`src/rtl/vga_pkg.sv`:
```
// Timing defaults and shared types for the VGA sync generator (640x480@60 geometry).
package vga_pkg;

    localparam int CNT_W = 16;

    localparam int DEF_H_ACTIVE = 640;
    localparam int DEF_H_FP     = 16;
    localparam int DEF_H_SYNC   = 96;
    localparam int DEF_H_BP     = 48;
    localparam int DEF_V_ACTIVE = 480;
    localparam int DEF_V_FP     = 10;
    localparam int DEF_V_SYNC   = 2;
    localparam int DEF_V_BP     = 33;

    localparam int DEF_H_TOTAL  = DEF_H_ACTIVE + DEF_H_FP + DEF_H_SYNC + DEF_H_BP;
    localparam int DEF_V_TOTAL  = DEF_V_ACTIVE + DEF_V_FP + DEF_V_SYNC + DEF_V_BP;

    // Asserted level of hsync/vsync: 0 = active-low, 1 = active-high.
    localparam logic DEF_SYNC_POL = 1'b0;

    typedef logic [CNT_W-1:0] cnt_t;

    function automatic logic sync_level(input logic asserted, input logic pol);
        return asserted ? pol : ~pol;
    endfunction

endpackage

```
`src/rtl/vga_sync_gen_if.sv`:
```
// Pixel-timing bus between the sync generator (master) and its consumers (slave).
// VGA_RGB_BLANK_EN adds the RGB pass-through/blanking signals.
interface vga_sync_gen_if;
    import vga_pkg::*;

    logic pix_en;
    cnt_t h_counter;
    cnt_t v_counter;
    logic hsync;
    logic vsync;
    logic video_on;
    logic line_start;
    logic frame_start;

`ifdef VGA_RGB_BLANK_EN
    logic [3:0] red_in;
    logic [3:0] green_in;
    logic [3:0] blue_in;
    logic [3:0] red;
    logic [3:0] green;
    logic [3:0] blue;

    modport master (
        input  pix_en, red_in, green_in, blue_in,
        output h_counter, v_counter, hsync, vsync, video_on, line_start, frame_start,
        output red, green, blue
    );
    modport slave (
        output pix_en, red_in, green_in, blue_in,
        input  h_counter, v_counter, hsync, vsync, video_on, line_start, frame_start,
        input  red, green, blue
    );
`else
    modport master (
        input  pix_en,
        output h_counter, v_counter, hsync, vsync, video_on, line_start, frame_start
    );
    modport slave (
        output pix_en,
        input  h_counter, v_counter, hsync, vsync, video_on, line_start, frame_start
    );
`endif

endinterface

```
`src/rtl/vga_axis_cnt.sv`:
```
// Wrapping 0..TOTAL-1 position counter for one axis, with active/sync window decode of the next value.
// Latency: count registered; wrap/active_nxt/sync_nxt are combinational lookahead. No backpressure; en only.
module vga_axis_cnt
    import vga_pkg::*;
#(
    parameter int TOTAL      = 800,
    parameter int ACTIVE     = 640,
    parameter int SYNC_START = 656,
    parameter int SYNC_LEN   = 96
) (
    input  logic clk,
    input  logic rst_n,
    input  logic en,
    output cnt_t cnt,
    output logic wrap,
    output logic active_nxt,
    output logic sync_nxt
);

    cnt_t cnt_nxt;

    // Decode from the next value so registered flags line up with the counter.
    always_comb begin
        wrap    = en && (cnt == cnt_t'(TOTAL - 1));
        cnt_nxt = cnt;
        if (wrap)
            cnt_nxt = '0;
        else if (en)
            cnt_nxt = cnt + 1'b1;
        active_nxt = (cnt_nxt < cnt_t'(ACTIVE));
        sync_nxt   = (cnt_nxt >= cnt_t'(SYNC_START)) &&
                     (cnt_nxt <  cnt_t'(SYNC_START + SYNC_LEN));
    end

    always_ff @(posedge clk) begin
        if (!rst_n)
            cnt <= cnt_t'(TOTAL - 1);
        else
            cnt <= cnt_nxt;
    end

endmodule

```
`src/rtl/vga_sync_gen.sv`:
```
// VGA raster timing: h/v position, hsync/vsync, video_on, line/frame strobes; VGA_RGB_BLANK_EN adds RGB blanking.
// Latency: all outputs registered, updated 1 clk after a pix_en edge (RGB and syncs 1 pixel later with RGB).
// Backpressure: none; advances exactly one pixel per pix_en, holds otherwise.
module vga_sync_gen
    import vga_pkg::*;
#(
    parameter int   H_ACTIVE = DEF_H_ACTIVE,
    parameter int   H_FP     = DEF_H_FP,
    parameter int   H_SYNC   = DEF_H_SYNC,
    parameter int   H_BP     = DEF_H_BP,
    parameter int   V_ACTIVE = DEF_V_ACTIVE,
    parameter int   V_FP     = DEF_V_FP,
    parameter int   V_SYNC   = DEF_V_SYNC,
    parameter int   V_BP     = DEF_V_BP,
    parameter logic SYNC_POL = DEF_SYNC_POL
) (
    input  logic           clk,
    input  logic           rst_n,
    vga_sync_gen_if.master vga
);

    localparam int H_TOTAL = H_ACTIVE + H_FP + H_SYNC + H_BP;
    localparam int V_TOTAL = V_ACTIVE + V_FP + V_SYNC + V_BP;

    cnt_t h_cnt, v_cnt;
    logic h_wrap, v_wrap;
    logic h_act_nxt, v_act_nxt;
    logic h_sync_nxt, v_sync_nxt;
    logic hsync_q, vsync_q, video_on_q, line_start_q, frame_start_q;

    vga_axis_cnt #(
        .TOTAL(H_TOTAL), .ACTIVE(H_ACTIVE), .SYNC_START(H_ACTIVE + H_FP), .SYNC_LEN(H_SYNC)
    ) u_h_cnt (
        .clk(clk), .rst_n(rst_n), .en(vga.pix_en), .cnt(h_cnt),
        .wrap(h_wrap), .active_nxt(h_act_nxt), .sync_nxt(h_sync_nxt)
    );

    // Vertical axis steps only on the horizontal wrap.
    vga_axis_cnt #(
        .TOTAL(V_TOTAL), .ACTIVE(V_ACTIVE), .SYNC_START(V_ACTIVE + V_FP), .SYNC_LEN(V_SYNC)
    ) u_v_cnt (
        .clk(clk), .rst_n(rst_n), .en(h_wrap), .cnt(v_cnt),
        .wrap(v_wrap), .active_nxt(v_act_nxt), .sync_nxt(v_sync_nxt)
    );

    always_ff @(posedge clk) begin
        if (!rst_n) begin
            hsync_q       <= ~SYNC_POL;
            vsync_q       <= ~SYNC_POL;
            video_on_q    <= 1'b0;
            line_start_q  <= 1'b0;
            frame_start_q <= 1'b0;
        end else begin
            line_start_q  <= h_wrap;
            frame_start_q <= h_wrap && v_wrap;
            if (vga.pix_en) begin
                hsync_q    <= sync_level(h_sync_nxt, SYNC_POL);
                vsync_q    <= sync_level(v_sync_nxt, SYNC_POL);
                video_on_q <= h_act_nxt && v_act_nxt;
            end
        end
    end

    assign vga.h_counter   = h_cnt;
    assign vga.v_counter   = v_cnt;
    assign vga.video_on    = video_on_q;
    assign vga.line_start  = line_start_q;
    assign vga.frame_start = frame_start_q;

`ifdef VGA_RGB_BLANK_EN
    logic       hsync_d, vsync_d;
    logic [3:0] red_q, green_q, blue_q;

    // RGB is captured one pixel late; syncs get the same extra pixel to stay aligned.
    always_ff @(posedge clk) begin
        if (!rst_n) begin
            hsync_d <= ~SYNC_POL;
            vsync_d <= ~SYNC_POL;
            red_q   <= 4'h0;
            green_q <= 4'h0;
            blue_q  <= 4'h0;
        end else if (vga.pix_en) begin
            hsync_d <= hsync_q;
            vsync_d <= vsync_q;
            red_q   <= video_on_q ? vga.red_in   : 4'h0;
            green_q <= video_on_q ? vga.green_in : 4'h0;
            blue_q  <= video_on_q ? vga.blue_in  : 4'h0;
        end
    end

    assign vga.hsync = hsync_d;
    assign vga.vsync = vsync_d;
    assign vga.red   = red_q;
    assign vga.green = green_q;
    assign vga.blue  = blue_q;
`else
    assign vga.hsync = hsync_q;
    assign vga.vsync = vsync_q;
`endif

endmodule

```
`src/flat_wrapper.sv`:
```
// flat-port wrapper written by rule: the top's interface ports become plain ports
module vga_sync_gen_flat import vga_pkg::*;
#(
    parameter int   H_ACTIVE = DEF_H_ACTIVE,
    parameter int   H_FP     = DEF_H_FP,
    parameter int   H_SYNC   = DEF_H_SYNC,
    parameter int   H_BP     = DEF_H_BP,
    parameter int   V_ACTIVE = DEF_V_ACTIVE,
    parameter int   V_FP     = DEF_V_FP,
    parameter int   V_SYNC   = DEF_V_SYNC,
    parameter int   V_BP     = DEF_V_BP,
    parameter logic SYNC_POL = DEF_SYNC_POL
)
  (clk, rst_n, vga_pix_en, vga_h_counter, vga_v_counter, vga_hsync, vga_vsync, vga_video_on, vga_line_start, vga_frame_start);
  vga_sync_gen_if vga_i ();
  input  logic clk;
  input  logic rst_n;
  input wire logic [$bits(vga_i.pix_en)-1:0] vga_pix_en;
  output wire logic [$bits(vga_i.h_counter)-1:0] vga_h_counter;
  output wire logic [$bits(vga_i.v_counter)-1:0] vga_v_counter;
  output wire logic [$bits(vga_i.hsync)-1:0] vga_hsync;
  output wire logic [$bits(vga_i.vsync)-1:0] vga_vsync;
  output wire logic [$bits(vga_i.video_on)-1:0] vga_video_on;
  output wire logic [$bits(vga_i.line_start)-1:0] vga_line_start;
  output wire logic [$bits(vga_i.frame_start)-1:0] vga_frame_start;
  assign vga_i.pix_en = vga_pix_en;
  assign vga_h_counter = vga_i.h_counter;
  assign vga_v_counter = vga_i.v_counter;
  assign vga_hsync = vga_i.hsync;
  assign vga_vsync = vga_i.vsync;
  assign vga_video_on = vga_i.video_on;
  assign vga_line_start = vga_i.line_start;
  assign vga_frame_start = vga_i.frame_start;
  vga_sync_gen #(.H_ACTIVE(H_ACTIVE), .H_FP(H_FP), .H_SYNC(H_SYNC), .H_BP(H_BP), .V_ACTIVE(V_ACTIVE), .V_FP(V_FP), .V_SYNC(V_SYNC), .V_BP(V_BP), .SYNC_POL(SYNC_POL)) u_core (.clk(clk), .rst_n(rst_n), .vga(vga_i));
endmodule
```
`config.mk`:
```
export PLATFORM = sky130hd
export DESIGN_NAME = vga_sync_gen_flat
export DESIGN_NICKNAME = d
export VERILOG_FILES = /design/src/rtl/vga_pkg.sv /design/src/rtl/vga_sync_gen_if.sv /design/src/rtl/vga_axis_cnt.sv /design/src/rtl/vga_sync_gen.sv /design/src/flat_wrapper.sv
export SDC_FILE = /design/constraint.sdc
export NUM_CORES = 1
export LEC_CHECK = 0
export ABC_AREA = 1
export BUFFER_PORTS_ARGS = -buffer_cell sky130_fd_sc_hd__buf_2
export CAP_MARGIN = 20
export CORE_MARGIN = 10
export CORE_UTILIZATION = 57
export DETAILED_ROUTE_END_ITERATION = 12
export HOLD_SLACK_MARGIN = 0.02
export PLACE_DENSITY = 0.92
export SETUP_SLACK_MARGIN = 0.15
export SYNTH_ARGS = -nofsm -noshare
export SYNTH_HDL_FRONTEND = slang
export SYNTH_SLANG_ARGS = --single-unit
```
`constraint.sdc`:
```
create_clock -name clk -period 2.1 [get_ports clk]
set_input_delay 0 -clock clk [delete_from_list [all_inputs] [get_ports clk]]
set_output_delay 0 -clock clk [all_outputs]
set_load 0.03 [all_outputs]
```
# Word level (Yosys, flattened, before mapping)

Cells that the tools add are included.

Bits in registers: 37
Input bits: 3
Output and inout bits: 37
Word-level logic and storage cells: 29

Add/sub/neg operators: 2
Magnitude comparators: 6
Equal/unequal tests: 2
Muxes and demuxes: 6
Reduce and logical (&&, ||, !) cells: 6

Operators with widths:

| kind                    | number |
|---|---|
| $mux W16                | 4 |
| $add A16 B1 Y16 const B | 2 |
| $eq A16 B10 Y1 const B  | 2 |
| $lt A16 B10 Y1 const B  | 2 |
| $lt A16 B9 Y1 const B   | 2 |
| $ge A16 B10 Y1 const B  | 1 |
| $ge A16 B9 Y1 const B   | 1 |
| $logic_and A1 B1 Y1     | 6 |
| $mux W1                 | 2 |

# Logic depth before layout (Yosys ltp)

Word-level depth: 7
Depth in mapped cells: 17

# Cells and area by module

From an unflattened synthesis, not the netlist that was laid out.

Cell total of the unflattened synthesis: 383
Area total of the unflattened synthesis: 2378.5 um^2

Modules (own cells, without submodules):

| module                        | times used | cells an instance | area an instance (um^2) |
|---|---|---|---|
| vga_axis_cnt (u_core.u_v_cnt) | 1          | 192               | 1124.8 |
| vga_axis_cnt (u_core.u_h_cnt) | 1          | 170               | 1084.8 |
| vga_sync_gen                  | 1          | 21                | 168.9 |

# Least setup slack after synthesis

OpenSTA, ideal clock, no wires.

Kind: reg2reg
Start point: register u_core.u_h_cnt.cnt[1]
End point: register u_core.hsync_q, in the netlist u_core.vga.hsync
Library setup time: 115 ps
Arrival time: 1947 ps
Required time: 1985 ps
Slack: 38 ps
Cell stages (with the launch flop): 14
Buffers on the path: 1
Period minus slack after synthesis: 2062 ps
Cell sequence: dfxtp_1 -> ha_1 -> nand2_1 -> inv_2 -> nand2_2 -> nor2_4 -> nand2_2 -> buf_6 -> nand3_2 -> nand2_2 -> nor4_1 -> nand2_1 -> nand2_1 -> nand2_1

Longest elaborated chain between the ends: 6
Elaborated cells between the ends (all ways): 9
Classes of those cells: add/sub: 1; order compare: 2; eq/ne: 1; mux: 3; reduce/logical: 2

RTL lines:

| item                                                     | line                                   | RTL |
|---|---|---|
| start: declaration                                       | vga_axis_cnt.sv:14                     | `output cnt_t cnt,` |
| start signal: assignment                                 | vga_axis_cnt.sv:37                     | `cnt <= cnt_t'(TOTAL - 1);` |
| start signal: assignment                                 | vga_axis_cnt.sv:39                     | `cnt <= cnt_nxt;` |
| $add A16 B1 Y16 / $eq A16 B10 Y1 (equally long branches) | vga_axis_cnt.sv:29, vga_axis_cnt.sv:24 |  |
| $mux W16 / $logic_and A1 B1 Y1 (equally long branches)   | vga_axis_cnt.sv:28, vga_axis_cnt.sv:24 |  |
| $mux W16 *                                               | vga_axis_cnt.sv:26                     | `if (wrap)` |
| $ge A16 B10 Y1 / $lt A16 B10 Y1 (equally long branches)  | vga_axis_cnt.sv:31, vga_axis_cnt.sv:32 |  |
| $logic_and A1 B1 Y1 *                                    | vga_axis_cnt.sv:31                     | `sync_nxt = (cnt_nxt >= cnt_t'(SYNC_START)) &&` |
| $mux W1 *                                                | vga_pkg.sv:24                          | `return asserted ? pol : ~pol;` |
| end signal: assignment                                   | vga_sync_gen.sv:48                     | `hsync_q <= ~SYNC_POL;` |
| end signal: assignment                                   | vga_sync_gen.sv:57                     | `hsync_q <= sync_level(h_sync_nxt, SYNC_POL);` |
| end: declaration                                         | vga_sync_gen.sv:29                     | `logic hsync_q, vsync_q, video_on_q, line_start_q, frame_start_q;` |

Mark *: on every way between the ends. The rest lies on a longest branch, timed or not.
A chain may end at the register's enable or synchronous reset.

# Worst setup path after layout

Start point: register u_core.u_h_cnt.cnt[1]
End point: register u_core.vsync_q, in the netlist u_core.vga.vsync

Longest elaborated chain between the ends: 7
Elaborated cells between the ends (all ways): 9
Classes of those cells: order compare: 2; eq/ne: 1; mux: 3; reduce/logical: 3

RTL lines:

| item                                                   | line                                   | RTL |
|---|---|---|
| $eq A16 B10 Y1 *                                       | vga_axis_cnt.sv:24                     | `wrap = en && (cnt == cnt_t'(TOTAL - 1));` |
| $logic_and A1 B1 Y1 *                                  | vga_axis_cnt.sv:24                     |  |
| $mux W16 / $logic_and A1 B1 Y1 (equally long branches) | vga_axis_cnt.sv:28, vga_axis_cnt.sv:24 |  |
| $mux W16 *                                             | vga_axis_cnt.sv:26                     |  |
| $ge A16 B9 Y1 / $lt A16 B9 Y1 (equally long branches)  | vga_axis_cnt.sv:31, vga_axis_cnt.sv:32 |  |
| $logic_and A1 B1 Y1 *                                  | vga_axis_cnt.sv:31                     |  |
| $mux W1 *                                              | vga_pkg.sv:24                          |  |
| end signal: assignment                                 | vga_sync_gen.sv:49                     | `vsync_q <= ~SYNC_POL;` |
| end signal: assignment                                 | vga_sync_gen.sv:58                     | `vsync_q <= sync_level(v_sync_nxt, SYNC_POL);` |
| end: declaration                                       | vga_sync_gen.sv:29                     |  |

Marked as above.

==> impl_metrics.env <==
export IMPL_use_met3_pct=4.457
export IMPL_drc=0
export IMPL_cts_buffers=5
export IMPL_fin_nets=521
export IMPL_power_switching_mw=1.493
export IMPL_hpwlAfterDp_um=5995
export IMPL_grt_util_all_layers_pct=21.02
export IMPL_place_area_mm2=0.002910
export IMPL_grt_overflow_total=0
export IMPL_wl_per_cell_um=18.61
export IMPL_synth_cell_type_count=28
export IMPL_avgSynthCellArea_um2=5.796
export IMPL_cts_htree_levels=2
export IMPL_placementRows=24
export IMPL_via_per_inst=6.187
export IMPL_worst_slew_pin_slew_ns=0.9744
export IMPL_drive_gt1_share_pct=36.24
export IMPL_synth_commonest_cells="nand2_1 (151), nor2_1 (78), inv_1 (55)"
export IMPL_cp_cell_sequence="ha_4 > buf_6 > nand2_1 > nor2_2 > nand2_1 > nor2_2 > nand4_1 > nand2_2 > nand3_1 > nor2_2 > nand2_1 > inv_1 > nand2_1 > nand2_1 > nand2_1"
export IMPL_grt_pass1_wl_um=13250
export IMPL_fillers=287
export IMPL_insertedDiodeCount=0
export IMPL_antenna_found_initial=0
export IMPL_coreArea_mm2=0.004384
export IMPL_synthArstFlopShare_pct=0
export IMPL_timing_rr_start="u_core.u_h_cnt.cnt[1]"
export IMPL_ir_worst_vdd_mv=0.8204
export IMPL_post_synth_top_count_cell="nand2_1"
export IMPL_ys_seq_area_share_pct=28.46
export IMPL_seqPwrFrac_pct=27.3
export IMPL_clkTransAtPathRegs_ns=0.09
export IMPL_gp_congestion=0.9620
export IMPL_ys_ff_latch=37
export IMPL_crit_type="reg2reg"
export IMPL_cp_common_cell="nand2_1"
export IMPL_ant_nets=0
export IMPL_synth_edf_count=0
export IMPL_vias=3514
export IMPL_p_per_area_mw_per_mm2=931.9
export IMPL_cts_tree="yes"
export IMPL_grt_busiest_layer="met2"
export IMPL_clock_latency_ns=0.31
export IMPL_cp_required_ns=2.30
export IMPL_yosysWarnings=0
export IMPL_worstSetupStartpoint="u_core.u_h_cnt.cnt[1]"
export IMPL_clock_power_share_pct=23.4
export IMPL_synth_area_mm2=0.002602
export IMPL_reg2reg_setup_slack_ns=-0.05
export IMPL_first_global_vias=2850
export IMPL_dieArea_mm2=0.007669
export IMPL_synth_top_cells_by_area="dfxtp_1 (28%), nand2_1 (22%), nor2_1 (11%)"
export IMPL_final_min_clock_period_ns=2.153
export IMPL_dr_pass1_iters=8
export IMPL_fin_skew_ns=0.008868
export IMPL_cts_max_path_buffers=2
export IMPL_synth_ff_type="dfxtp_1"
export IMPL_post_route_util_pct=80.99
export IMPL_place_worst_setup_slack_ns=0.01974
export IMPL_start_util_pct=59.36
export IMPL_drt_iter0_markers=481
export IMPL_die_w_um=87.57
export IMPL_reg2reg_depth=15
export IMPL_grt_util_met2_pct=36.31
export IMPL_slew_headroom_pct=34.97
export IMPL_timing_final_crit_share_pct=102.5
export IMPL_critPathCaptureType="flip-flop"
export IMPL_hold_viol=0
export IMPL_io_pins=40
export IMPL_die_h_um=87.57
export IMPL_drv_cap=0
export IMPL_critPathArrivalTime_ns=2.36
export IMPL_leakage_nw=1.765
export IMPL_p_int_mw=1.817
export IMPL_grt_setup_unrepaired="yes"
export IMPL_port_buffers=39
export IMPL_syn_inst=449
export IMPL_critPathLaunchType="flip-flop"
export IMPL_netlist_area_leader_share_pct=28.46
export IMPL_cts_root_buf="clkbuf_8"
export IMPL_final_area_mm2=0.003551
export IMPL_min_path_type="in2reg"
export IMPL_finalSetupViolations=1
export IMPL_cp_slowest_cell="dfxtp_2"
export IMPL_met1_usage_pct=25.11
export IMPL_comb_power_share_pct=49.4
export IMPL_grt_max_degree=30
export IMPL_synthesis_nets=455
export IMPL_crit_path_max_incr_delay_ns=0.36
export IMPL_r2r_end="u_core.vga.vsync"
export IMPL_finalWorstSetupSlack_ns=-0.05253
export IMPL_outcome="finished with violations"
export IMPL_violations="negative setup slack"
export IMPL_tns_ns=-0.05253
export IMPL_area_delta_synth_final_pct=36.44
export IMPL_crit_end="u_core.vga.vsync"
export IMPL_numClockSinks=37
export IMPL_synth_area_leader_cell="dfxtp_1"
export IMPL_max_freq_mhz=464.6
export IMPL_cp_max_fo=3
export IMPL_switching_share_pct=45.11
export IMPL_wirelength_um=10570
export IMPL_slew_viol_final=0
## per-layer routing
layer | part of all wire [%] | up-vias
li1 | - | 1528
met1 | 35 | 1545
met2 | 46 | 348
met3 | 12 | 93
met4 | 6.3 | 0
met5 | 0 | -
## registers in the layout, summed over array words and instances (netlist names)
name / cells
u_core.vga.frame_start: 1
u_core.vga.video_on: 1
u_core.vga.vsync: 1
u_core.vga.hsync: 1
u_core.vga.line_start: 1
u_core.u_h_cnt.cnt: 16
u_core.u_v_cnt.cnt: 16
## logic make-up (layout without fill, tap and decap cells)
group | count (synthesis) | in the layout | synth area share (%)
compound gates | 17 | 17 | 3.317
xor+xnor | 7 | 7 | 2.356
fa+ha+maj | 3 | 3 | 1.442
buf+inv | 69 | 136 | 10.62
flops | 37 | 37 | 28.46
simple gates | 316 | 316 | 53.80
## power groups by stage
stage	Clock (mW)	Sequential, mW	Combinational, mW
6_report	0.773	0.903	1.63
5_1_grt	0.787	0.908	1.74
3_5_place_dp	0	0.891	1.16
4_1_cts	0.747	0.877	1.25
3_3_place_gp	0	0.886	1.13
2_1_floorplan	0	1.01	0.699
## layout make-up
class,instances,area [um^2],area share (%)
clock buffers,5,68.82,1.938
clock inverters,3,65.06,1.832
inverters,61,229.0,6.448
multi-input cells,343,1894,53.35
flip-flops and latches,37,785.8,22.13
well taps,52,65.06,1.832
repair buffers,67,442.9,12.47
## worst min-delay path by stage
stage / slack, ns / startpoint / end / cells past startpoint
global placement: 0.29 / rst_n / u_core.u_h_cnt.cnt[4] / 2
detailed placement: 0.29 / rst_n / u_core.u_v_cnt.cnt[2] / 2
global route: 0.16 / vga_pix_en / u_core.vga.hsync / 3
floorplan: 0.20 / vga_pix_en / u_core.u_h_cnt.cnt[0] / 3
finish: 0.12 / vga_pix_en / u_core.vga.vsync / 3
CTS: 0.1 / vga_pix_en / u_core.vga.vsync / 3
## metrics by stage
step	total power [mW]	hold slack, ns	std cells
floorplan	1.710	0.2015	449
global placement	2.018	0.2859	544
detailed placement	2.050	0.2852	544
CTS	2.872	0.09566	557
global route	3.434	0.1623	568
finish	3.309	0.1194	568
## repair_timing
action	in CTS	in global routing
setup buffers	4	11
pin swaps	1	37
setup endpoints to repair	3	3
gates cloned	0	0
endpoints found under the hold margin	8	0
hold buffers	1	0
gates resized for setup	15	102
## cells in the final DEF, fill, tap and decap left out, drive strengths merged, types with 5 or more instances in the layout
master,n
nand4,15
nand3,40
nand2,158
xor2,6
nor2,91
inv,61
a21oi,9
clkbuf,5
buf,66
o21ai,7
dfxtp,37
nor3,6
## worst max-delay path: cells and delay by family, from the launching register on
| family | cells | cell delay (ns) |
|---|---|---|
| AND/OR/NAND/NOR | 12 | 1.35 |
| flip-flops | 1 | 0.36 |
| buffers and inverters | 2 | 0.18 |
| adder cells (fa/ha/maj) | 1 | 0.17 |
Power figures use the tool's default switching activity.
